### config.mk
export PLATFORM = sky130hd
export DESIGN_NAME = uart_tx_arbiter
export DESIGN_NICKNAME = d
export VERILOG_FILES = /design/src/rtl/uart_tx_arbiter.sv
export SDC_FILE = /design/constraint.sdc
export NUM_CORES = 1
export LEC_CHECK = 0
export BUFFER_PORTS_ARGS = -buffer_cell sky130_fd_sc_hd__buf_4
export CORE_ASPECT_RATIO = 1.5
export CORE_UTILIZATION = 46
export CTS_CLUSTER_SIZE = 10
export DETAILED_ROUTE_END_ITERATION = 16
export PLACE_DENSITY = 0.83
export SKIP_CTS_REPAIR_TIMING = 1
export SYNTH_ARGS = -nofsm -noshare
export SYNTH_HDL_FRONTEND = slang
export SYNTH_SLANG_ARGS = --single-unit
### constraint.sdc
create_clock -name clk -period 2.05 [get_ports clk]
set_input_delay 0.41 -clock clk [delete_from_list [all_inputs] [get_ports clk]]
set_output_delay 0.41 -clock clk [all_outputs]
set_load 0.1 [all_outputs]
### src/rtl/uart_tx_arbiter.sv
// uart_tx_arbiter
//   Shares a single UART transmitter among four byte requesters. When no
//   requester owns the link, the next owner is picked round-robin. A
//   multi-byte frame locks the link to its owner until the owner sends its
//   last byte. If the transmitter never acknowledges a launch with tx_busy,
//   a watchdog times out, sets a sticky error and frees the link.
//
// Ports
//   clk       rising-edge clock
//   rst       synchronous active-high reset
//   req       per-requester level request, held until acked
//   req_last  per-requester "this byte ends the frame"
//   req_data  requester i byte in bits [8i+7:8i]
//   req_ack   one-cycle pulse when requester i's byte launches
//   grant     one-hot current owner (zero when the link is free)
//   tx_data   byte to UART, stable from launch to next launch
//   tx_send   one-cycle launch strobe to UART
//   tx_busy   UART busy, rises the cycle after an accepted launch
//   err       sticky busy-timeout flag
//   idle      arbiter idle and no frame lock held
module uart_tx_arbiter #(
    parameter int BUSY_TIMEOUT = 16   // legal range 1..255
) (
    input  logic        clk,
    input  logic        rst,
    input  logic [3:0]  req,
    input  logic [3:0]  req_last,
    input  logic [31:0] req_data,
    output logic [3:0]  req_ack,
    output logic [3:0]  grant,
    output logic [7:0]  tx_data,
    output logic        tx_send,
    input  logic        tx_busy,
    output logic        err,
    output logic        idle
);

    localparam int NUM_REQ = 4;
    localparam int IDX_W   = 2;
    // Counter value seen on the last tx_busy=0 cycle before timing out.
    localparam logic [7:0] TMO_LAST = 8'(BUSY_TIMEOUT - 1);

    typedef enum logic [1:0] {
        S_IDLE,
        S_SEND,
        S_WAIT_BUSY,
        S_WAIT_DONE
    } state_t;

    // Per-requester byte view of the flat data bus.
    logic [NUM_REQ-1:0][7:0] req_bytes;
    assign req_bytes = req_data;

    state_t             state, state_nxt;
    logic [IDX_W-1:0]   owner, owner_nxt;
    logic [NUM_REQ-1:0] grant_q, grant_nxt;
    logic [7:0]         data_q, data_nxt;
    logic               locked, locked_nxt;
    logic               last_q, last_nxt;     // req_last of the byte in flight
    logic [IDX_W-1:0]   rr_ptr, rr_nxt;       // round-robin search start
    logic               err_q, err_nxt;
    logic [7:0]         tmo_cnt, cnt_nxt;

    // ------------------------------------------------------------------
    // Round-robin pick: first requesting index at or after rr_ptr.
    // ------------------------------------------------------------------
    logic               rr_found;
    logic [IDX_W-1:0]   rr_win;
    logic [IDX_W-1:0]   rr_idx;

    always_comb begin
        rr_found = 1'b0;
        rr_win   = rr_ptr;
        rr_idx   = '0;
        for (int i = 0; i < NUM_REQ; i++) begin
            rr_idx = rr_ptr + IDX_W'(i);
            if (!rr_found && req[rr_idx]) begin
                rr_found = 1'b1;
                rr_win   = rr_idx;
            end
        end
    end

    // While locked only the owner is eligible; everyone else is ignored.
    logic             arb_go;
    logic [IDX_W-1:0] arb_win;

    always_comb begin
        arb_win = locked ? owner : rr_win;
        arb_go  = !tx_busy && (locked ? req[owner] : rr_found);
    end

    // ------------------------------------------------------------------
    // State register
    // ------------------------------------------------------------------
    always_ff @(posedge clk) begin
        if (rst) begin
            state   <= S_IDLE;
            owner   <= '0;
            grant_q <= '0;
            data_q  <= 8'h00;
            locked  <= 1'b0;
            last_q  <= 1'b0;
            rr_ptr  <= '0;
            err_q   <= 1'b0;
            tmo_cnt <= 8'h00;
        end else begin
            state   <= state_nxt;
            owner   <= owner_nxt;
            grant_q <= grant_nxt;
            data_q  <= data_nxt;
            locked  <= locked_nxt;
            last_q  <= last_nxt;
            rr_ptr  <= rr_nxt;
            err_q   <= err_nxt;
            tmo_cnt <= cnt_nxt;
        end
    end

    // ------------------------------------------------------------------
    // Next state and outputs
    // ------------------------------------------------------------------
    always_comb begin
        state_nxt  = state;
        owner_nxt  = owner;
        grant_nxt  = grant_q;
        data_nxt   = data_q;
        locked_nxt = locked;
        last_nxt   = last_q;
        rr_nxt     = rr_ptr;
        err_nxt    = err_q;
        cnt_nxt    = tmo_cnt;
        tx_send    = 1'b0;
        req_ack    = '0;

        case (state)
            S_IDLE: begin
                if (arb_go) begin
                    owner_nxt = arb_win;
                    grant_nxt = NUM_REQ'(1) << arb_win;
                    data_nxt  = req_bytes[arb_win];
                    last_nxt  = req_last[arb_win];
                    state_nxt = S_SEND;
                end
            end

            S_SEND: begin
                tx_send    = 1'b1;
                req_ack    = grant_q;
                // Lock follows the frame flag captured with the byte, not
                // whatever the requester drives now that it has been acked.
                locked_nxt = !last_q;
                cnt_nxt    = 8'h00;
                state_nxt  = S_WAIT_BUSY;
            end

            S_WAIT_BUSY: begin
                if (tx_busy) begin
                    state_nxt = S_WAIT_DONE;
                end else if (tmo_cnt == TMO_LAST) begin
                    // Transmitter never took the byte: give up on the frame.
                    err_nxt    = 1'b1;
                    locked_nxt = 1'b0;
                    grant_nxt  = '0;
                    rr_nxt     = owner + IDX_W'(1);
                    state_nxt  = S_IDLE;
                end else if (tmo_cnt != 8'hFF) begin
                    cnt_nxt = tmo_cnt + 8'h01;
                end
            end

            S_WAIT_DONE: begin
                if (!tx_busy) begin
                    if (locked && req[owner]) begin
                        // Back-to-back frame byte, skip the IDLE cycle.
                        data_nxt  = req_bytes[owner];
                        last_nxt  = req_last[owner];
                        state_nxt = S_SEND;
                    end else if (locked) begin
                        // Owner paused mid-frame: keep grant, wait in IDLE.
                        state_nxt = S_IDLE;
                    end else begin
                        grant_nxt = '0;
                        rr_nxt    = owner + IDX_W'(1);
                        state_nxt = S_IDLE;
                    end
                end
            end

            default: state_nxt = S_IDLE;
        endcase
    end

    assign grant   = grant_q;
    assign tx_data = data_q;
    assign err     = err_q;
    assign idle    = (state == S_IDLE) && !locked;

endmodule

==> results of run 1 <==
[state kept, by name, summed over array words and instances, names as in the netlist]
signal   flops
tmo_cnt      8
tx_data      8
grant        4
owner        2
rr_ptr       2
state        2
err          1
last_q       1
locked       1
[worst max-delay path, delay by kind of cell, from the launching register on]
| family | cells | cell delay [ps] |
|---|---|---|
| AND/OR/NAND/NOR | 2 | 270 |
| flip-flops | 1 | 490 |
| buffers and inverters | 2 | 520 |
[per-layer routing]
metal / track usage, % / share of wire [%] / vias up
met2: 43.40 / 56 / 74
met4: 12.42 / 2.2 / 0
met3: 5.140 / 3.7 / 13
li1: - / - / 1020
met5: 0 / 0 / -
met1: 26.86 / 39 / 979
[cell usage in the layout, fill, tap and decap left out, types with 3 or more instances in the layout]
cell	n
a21oi_1	15
mux2_2	4
nor2_1	23
clkbuf_8	5
or2_2	3
a311o_1	6
buf_4	78
nor2b_1	3
inv_1	9
and2_1	7
dfxtp_1	25
a211oi_1	7
nand3_1	6
nand2b_1	5
o21ai_1	8
mux2i_1	9
mux4_2	10
xor2_1	7
nor2_4	4
o22ai_1	4
nand2_1	34
o21ai_0	3
nand4_1	3
dfxtp_2	4
[metrics by stage]
step	std cells	worst slack, ps	power (uW)
4_1_cts	358	95.54	1952
6_report	358	96.66	1941
3_5_place_dp	350	-47.92	1496
3_3_place_gp	350	-36.67	1481
5_1_grt	358	13.40	2028
2_1_floorplan	235	-54.70	1246
[cells by family (layout without fill, tap and decap cells)]
| group | Yosys count | count (layout) | share of synthesized area (%) |
|---|---|---|---|
| adders and majority gates | 1 | 1 | 0.6172 |
| buffers and inverters | 20 | 97 | 4.506 |
| xor gates and xnor gates | 7 | 7 | 3.025 |
| muxes | 24 | 24 | 18.52 |
| and+or+nand+nor | 96 | 96 | 21.85 |
| AOI/OAI and AO/OA | 58 | 58 | 22.84 |
| DFF | 29 | 29 | 28.64 |
[how the worst max path moves through the flow]
stage | slack (ps) | end | startpoint | depth (start not counted)
final | 100 | req_ack[0] | state[0]$_SDFFE_PP0P_ | 4
after CTS | 100 | req_ack[0] | state[0]$_SDFFE_PP0P_ | 4
after floorplan | -50 | idle | locked$_SDFFE_PP0P_ | 2
after global placement | -40 | tx_data[4]$_SDFFE_PP0P_ | req[2] | 7
after detailed placement | -50 | tx_data[0]$_SDFFE_PP0P_ | req[2] | 8
after global routing | 10 | grant[1]$_SDFFE_PP0P_ | owner[0]$_SDFFE_PP0P_ | 5
[power by group]
group	internal, uW	leakage (uW)	switching (uW)
sequential	607	0.000238	37.4
combinational	309	0.000867	537
clock	234	0.0000450	215
total	1150	0.00115	790
[cell type report]
class	count	area, sq um	share of cell area (%)
Clock buffer	6	72.57	2.620
Clock inverter	2	10.01	0.3613
Inverter	10	41.29	1.491
Multi-Input combinational cell	186	1398	50.45
Sequential cell	29	585.6	21.14
Tap cell	46	57.56	2.078
Timing Repair Buffer	79	605.6	21.86
==> impl_metrics.tcl, run 1 <==
set metrics [dict create \
    avgSynthCellArea_sq_um 8.625 \
    syn_area_sq_um 2027 \
    synth_top_area_share_pct 28.64 \
    syn_inst 235 \
    grt_setup_unrepaired "false" \
    dieArea_sq_um 4681 \
    arrival_ps 1540 \
    globalplace.congestion 0.8473 \
    synth_cell_types 45 \
    synth.most_common_cell "nand2_1" \
    whs_ps 399.0 \
    cts_sinks 29 \
    yosys_register_bits 29 \
    clkTransAtPathRegs_ps 60 \
    cp.required_ps 1640 \
    synth.area.top_cells "dfxtp_1 29%, mux4_2 11%, nand2_1 6.3%" \
    route.detailed.wl_per_inst_um 15.39 \
    clock-root-buffer "clkbuf_8" \
    finalWirelength_um 5511 \
    hold_depth 3 \
    holdPathEnd "last_q$_SDFFE_PP0P_" \
    yosysWarningCount 0 \
    power_density_nw_per_um2 700.5 \
    h-tree-depth 2 \
    ff2ff_path_depth 7 \
    syn_nets 279 \
    outcome "completed" \
    nets 355 \
    drt_iter0_drc 71 \
    coreArea_sq_um 4245 \
    synthFlopType "dfxtp_1" \
    grt-ovfl-total 0 \
    cp_common_cell "buf_4" \
    async_reset_ff_share_pct 0 \
    grt_usage_pct 24.47 \
    fin_crit_sh_pct 95.28 \
    io_pins 62 \
    firstDrtPassIters 4 \
    clock_path_buffers 2 \
    numPortBuffers 61 \
    fin_util_pct 65.25 \
    synth_largest_area_cell "dfxtp_1" \
    maxSlewViolCount 0 \
    reg2reg_from "owner[0]$_SDFFE_PP0P_" \
    crit_type "flip-flop to output port" \
    die_x_um 56.20 \
    drtAntennaViolNets 0 \
    r2r_end "tx_data[6]$_SDFFE_PP0P_" \
    vias 2086 \
    fillers 374 \
    drc 0 \
    final_cell_area_sq_um 2770 \
    cp_max_fo 8 \
    rows 29 \
    num_antenna_cells 0 \
    fmax_mhz 511.9 \
    maxSlewHeadroom_pct 71.56 \
    grt_max_degree 22 \
    drive_above_1_share_pct 39.10 \
    worst_pin_slew_ps 423.3 \
    reg2reg_slack_ps 100 \
    die_h_um 83.30 \
    crit_chain "nand2b_1 > buf_4 > nor2_4 > buf_4" \
    grt_pass1_wl_um 9149 \
    finClkSkew_ps 6.326 \
    finalHoldViolCount 0 \
    setup_tns_ps 0 \
    cts_tree "yes" \
    hpwl_um 4306 \
    fin_crit_ps 1953 \
    ir_drop_mv 0.6270 \
    critPathCaptureType "output port" \
    floorplan.initialDensity_pct 47.75 \
    ys_seq_area_share_pct 28.64 \
    avgViaCountPerCell 5.827 \
    crit_path_top_delay_cell "dfxtp_1" \
    area_growth_syn_to_layout_pct 36.67 \
    synthTopCellsByCount "34 x nand2_1, 29 x dfxtp_1, 27 x nor2_1" \
    tritoncts.num_buffers 5 \
    place_area_sq_um 2680 \
    grt_pass1_vias 2092 \
    cp-start-kind "flip-flop" \
    setup_viol 0 \
    hold_path.class "input pin to flip-flop" \
    synth-edff-count 0 \
    antenna_found_initial 0 \
    p_leak_uw 0.001150 \
    clk_latency_ps 280 \
    cap_violations 0 \
    cp_slowest_stage_delay_ps 490 \
    hp-start "req_last[0]" \
]
Note: power is estimated with default switching activity, not from simulation.
==> inputs of run 2 (changes only) <==
- CORE_ASPECT_RATIO: 1.5 -> 1.2
- clock period: 2.05 -> 1.65 ns (I/O delays scaled with it)
==> run 2 against run 1 <==
Net effect:
- the run now ends with setup timing left
- first-iteration DRC count increased by 21%
- critical path depth is 2 higher
- power up 45%
- critical path type is now flip-flop to flip-flop
- largest cell class unchanged
==> impl_metrics.tcl, run 2 (synthesis gave the netlist of run 1 again) <==
set metrics [dict create \
    setup_ws_ps -368.4 \
    reg2reg_slack_ps -370 \
    grt_usage_pct 25.77 \
    crit_path_top_delay_cell "mux4_2" \
    firstDrtPassIters 4 \
    dieArea_sq_um 4677 \
    vias 2221 \
    h-tree-depth 2 \
    die_x_um 62.60 \
    crit_type "flip-flop to flip-flop" \
    fin_crit_sh_pct 122.3 \
    dpl.cell_count 376 \
    crit_chain "mux4_2 > mux2_4 > a32oi_4 > buf_6 > a311o_1 > o21ai_1" \
    io_pins 62 \
    r2r_end "last_q$_SDFFE_PP0P_" \
    drive_above_1_share_pct 49.55 \
    grt_pass1_vias 2187 \
    outcome "finished, violations left" \
    clock-root-buffer "clkbuf_8" \
    tritoncts.num_buffers 5 \
    grt_max_degree 21 \
    layout_commonest_cell "buf_4" \
    power_density_nw_per_um2 886.0 \
    maxSlewHeadroom_pct 78.50 \
    globalplace.congestion 0.8631 \
    grt-ovfl-total 0 \
    coreArea_sq_um 4229 \
    finClkSkew_ps 5.718 \
    violations "setup timing" \
    place_area_sq_um 2836 \
    p_leak_uw 0.001307 \
    dpl_worst_slack_ps -363.8 \
    final_cell_area_sq_um 3174 \
    drc 0 \
    ir_drop_mv 0.4750 \
    worst_pin_slew_ps 321.8 \
    die_h_um 74.72 \
    floorplan.initialDensity_pct 47.93 \
    holdPathEnd "tx_data[2]$_SDFFE_PP0P_" \
    whs_ps 323.2 \
    cp_slowest_stage_delay_ps 510 \
    antenna_found_initial 0 \
    clk_latency_ps 290 \
    drt_iter0_drc 86 \
    numPortBuffers 61 \
    route.detailed.wl_per_inst_um 15.80 \
    mostFrequentLayoutCells "89 x buf_4, 31 x nand2_1, 23 x nor2_1, 18 x dfxtp_1, 14 x a21oi_1" \
    area_growth_syn_to_layout_pct 56.60 \
    fillers 290 \
    cts_tree "yes" \
    hold_depth 3 \
    nets 376 \
    clock_path_buffers 2 \
    setup_viol 21 \
    fin_util_pct 75.06 \
    grt_pass1_wl_um 9480 \
    clkTransAtPathRegs_ps 70 \
    hp-start "req_data[2]" \
    cts_sinks 29 \
    finalNonFillerCells 389 \
    fmax_mhz 495.4 \
    cp-start-kind "flip-flop" \
    fin_crit_ps 2018 \
    rows 26 \
    critPathCaptureType "flip-flop" \
    hpwl_um 4470 \
    cp.required_ps 1810 \
    finalWirelength_um 6145 \
    num_antenna_cells 0 \
    cap_violations 0 \
    avgViaCountPerCell 5.710 \
    drtAntennaViolNets 0 \
    ff2ff_path_depth 6 \
    finalHoldViolCount 0 \
    cp_max_fo 5 \
    grt_setup_unrepaired "true" \
    hold_path.class "input pin to flip-flop" \
    arrival_ps 2180 \
    maxSlewViolCount 0 \
    reg2reg_from "owner[0]$_SDFFE_PP0P_" \
]
run 2: cell types whose count changed in the layout (fill, tap and decap cells not counted), sizes merged:
cell / change
clkinv: -1
clkbuf: +1
bufinv: +1
buf: +20
run 2: how the worst max path moves through the flow:
| stage | from | to | slack, ps | depth (start not counted) |
|---|---|---|---|---|
| 6_report | owner[0]$_SDFFE_PP0P_ | last_q$_SDFFE_PP0P_ | -370 | 6 |
| 5_1_grt | owner[0]$_SDFFE_PP0P_ | last_q$_SDFFE_PP0P_ | -420 | 6 |
| 4_1_cts | owner[0]$_SDFFE_PP0P_ | tx_data[6]$_SDFFE_PP0P_ | -260 | 6 |
| 3_5_place_dp | req[0] | tx_data[6]$_SDFFE_PP0P_ | -360 | 7 |
| 3_3_place_gp | req[0] | tx_data[6]$_SDFFE_PP0P_ | -330 | 7 |
| 2_1_floorplan | owner[0]$_SDFFE_PP0P_ | tx_data[6]$_SDFFE_PP0P_ | -150 | 6 |
run 2: area by class of cell:
type | instances | area [sq um] | area share (%)
Multi-Input combinational cell | 186 | 1511 | 47.62
Timing Repair Buffer | 100 | 823.3 | 25.94
Sequential cell | 29 | 599.3 | 18.88
Clock buffer | 6 | 93.84 | 2.956
Tap cell | 56 | 70.07 | 2.207
Inverter | 10 | 41.29 | 1.301
Clock inverter | 2 | 35.03 | 1.104
run 2: critical path, delay by kind of cell (launching register included):
kind / cells / cell delay, ps
multiplexers: 2 / 850
AO/OA/AOI/OAI: 3 / 510
flip-flops: 1 / 360
buffers and inverters: 1 / 160
run 2: stage by stage:
stage          setup TNS, ps  power, uW
6_report               -4274       2813
2_1_floorplan          -1539       1566
5_1_grt                -5510       2919
3_5_place_dp           -5177       1898
3_3_place_gp           -4544       1882
4_1_cts                -4115       2722
run 2: power breakdown:
part	internal (uW)	switching, uW
sequential	756	45.8
clock	539	296
combinational	465	711
total	1760	1050
run 2: routing by layer:
layer  vias to the layer above  part of all wire [%]  global-route usage (%)
li1                       1061                     -                       -
met1                      1069                    40                   27.28
met2                        73                    53                   48.19
met3                        18                   4.2                   5.758
met4                         0                   3.0                   14.21
met5                         -                     0                       0
==> inputs of run 3 (changes only) <==
- CORE_MARGIN: not set -> 10
- SLEW_MARGIN: not set -> 20
==> run 3 against run 2 <==
Net effect:
- worst hold slack got worse by 6.8 ps
- setup slack improved by 72 ps
- the flow still finishes with violations (setup timing)
- combinational power barely moved
- wire length rose by 13%
- sequential power fell by 0.9%
==> impl_metrics.tcl, run 3 (synthesis gave the netlist of run 1 again) <==
set metrics [dict create \
    outcome "finished, violations left" \
    violations "setup timing" \
    drive_above_1_share_pct 48.06 \
    drtAntennaViolNets 0 \
    power_density_nw_per_um2 847.3 \
    worst_pin_slew_ps 388.9 \
    grt_usage_pct 17.33 \
    cp-start-kind "flip-flop" \
    nets 378 \
    die_h_um 92.72 \
    p_leak_uw 0.001314 \
    p_sw_uw 1051 \
    avgViaCountPerCell 5.839 \
    cap_violations 0 \
    globalplace.congestion 0.8327 \
    maxSlewHeadroom_pct 74.03 \
    met2_usage_pct 30.92 \
    p_comb_share_pct 45.2 \
    cp_max_fo 9 \
    mostFrequentLayoutCells "89 x buf_4, 33 x nand2_1, 23 x nor2_1, 20 x dfxtp_1, 14 x a21oi_1" \
    rows 26 \
    drt_iter0_drc 157 \
    area_growth_syn_to_layout_pct 55.19 \
    fin_crit_sh_pct 118.0 \
    die_x_um 80.60 \
    setup_tns_ps -3519 \
    vias 2283 \
    grt_max_degree 22 \
    drc 0 \
    busiest_layer "met2" \
    finalHoldViolCount 0 \
    p_sw_share_pct 39.45 \
    maxSlewViolCount 0 \
    clock_path_buffers 2 \
    critPathCaptureType "flip-flop" \
    clock-root-buffer "clkbuf_8" \
    num_antenna_cells 0 \
    hold_path.class "input pin to flip-flop" \
    floorplan.initialDensity_pct 47.56 \
    hpwl_um 4950 \
    coreArea_sq_um 4262 \
    ir_drop_mv 0.6025 \
    grtUsageMet3_pct 4.932 \
    crit_path_top_delay_cell "mux4_2" \
    cts_tree "yes" \
    p_int_uw 1614 \
    total_power_uw 2665 \
    cts_sinks 29 \
    route.detailed.wl_per_inst_um 17.77 \
    arrival_ps 2130 \
    startpoint "owner[0]$_SDFFE_PP0P_" \
    cpLargestDelayFamily "multiplexers" \
    tritoncts.num_buffers 5 \
    firstDrtPassIters 4 \
    crit_chain "mux4_2 > mux2_4 > a32oi_4 > nor2_1 > a21oi_1 > o21ai_1" \
    clk_latency_ps 290 \
    finalWirelength_um 6947 \
    hp-start "req_data[1]" \
    h-tree-depth 2 \
    numPortBuffers 61 \
    sequentialPowerShare_pct 29.8 \
    fin_crit_ps 1946 \
    cp.required_ps 1830 \
    setup_viol 20 \
    clkPwrFrac_pct 25.0 \
    cp_slowest_stage_delay_ps 510 \
    io_pins 62 \
    grt-ovfl-total 0 \
    cp_num_buf_inv 0 \
    grt_setup_unrepaired "true" \
    clkTransAtPathRegs_ps 70 \
    grt_pass1_vias 2329 \
    reg2reg_from "owner[0]$_SDFFE_PP0P_" \
    antenna_found_initial 0 \
    layout_commonest_cell "buf_4" \
    finClkSkew_ps 7.059 \
    grtUsageMet1_pct 17.83 \
    dieArea_sq_um 7472 \
    setup_ws_ps -296.4 \
    fmax_mhz 513.8 \
    grt_pass1_wl_um 10580 \
    crit_type "flip-flop to flip-flop" \
]
==> run 3: cell types whose count changed in the layout (fill, tap and decap cells not counted), moves of 2 or more <==
| cell | delta |
|---|---|
| clkbuf_8 | +2 |
| dfxtp_1 | +2 |
| dfxtp_2 | -3 |
| nand2_1 | +2 |
| nand2_2 | -2 |
==> run 3: power by group through the flow <==
stage	registers [uW]	logic (uW)	clock network, uW
final	795	1200	665
after global placement	805	1080	0
after CTS	791	1100	673
after global routing	800	1270	706
after floorplan	1040	524	0
after detailed placement	806	1100	0
==> run 3: tightest hold or removal path, stage by stage <==
cell      delay, ps
buf_4            90
a211oi_1         50
o21ai_1         100
==> run 3: stage by stage <==
step / setup slack [ps] / hold slack (ps) / util [%] / area [sq um] / cells
2_1_floorplan: -150.3 / 429.5 / - / 2111 / 235
3_3_place_gp: -332.7 / 446.8 / 66.74 / 2844 / 377
3_5_place_dp: -368.6 / 454.2 / 66.74 / 2844 / 377
4_1_cts: -257.6 / 316.1 / 69.11 / 2945 / 385
5_1_grt: -418.6 / 327.7 / 73.81 / 3146 / 391
6_report: -296.4 / 316.5 / 73.81 / 3146 / 391
==> run 3: area by class of cell <==
class | count | area, sq um
fillers | 315 | 1116
clock inverters | 1 | 5.005
repair buffers | 102 | 858.3
flip-flops and latches | 29 | 599.3
clock buffers | 7 | 96.34
multi-input cells | 186 | 1475
inverters | 10 | 41.29
well taps | 56 | 70.07
==> run 3: routing by layer <==
layer	wire [um]	vias to the layer above
li1	-	1060
met2	3830	103
met3	444	20
met4	196	0
met1	2475	1100
met5	0	-
==> run 3: path summary, 6_finish.rpt <==
path,to,slack [ps],cells after the start
worst max register to register,tx_data[6]$_SDFFE_PP0P_,-300,6
worst max-delay path,tx_data[6]$_SDFFE_PP0P_,-300,6
worst min register to register,tx_data[1]$_SDFFE_PP0P_,460,2
worst min-delay path,tx_data[1]$_SDFFE_PP0P_,320,3
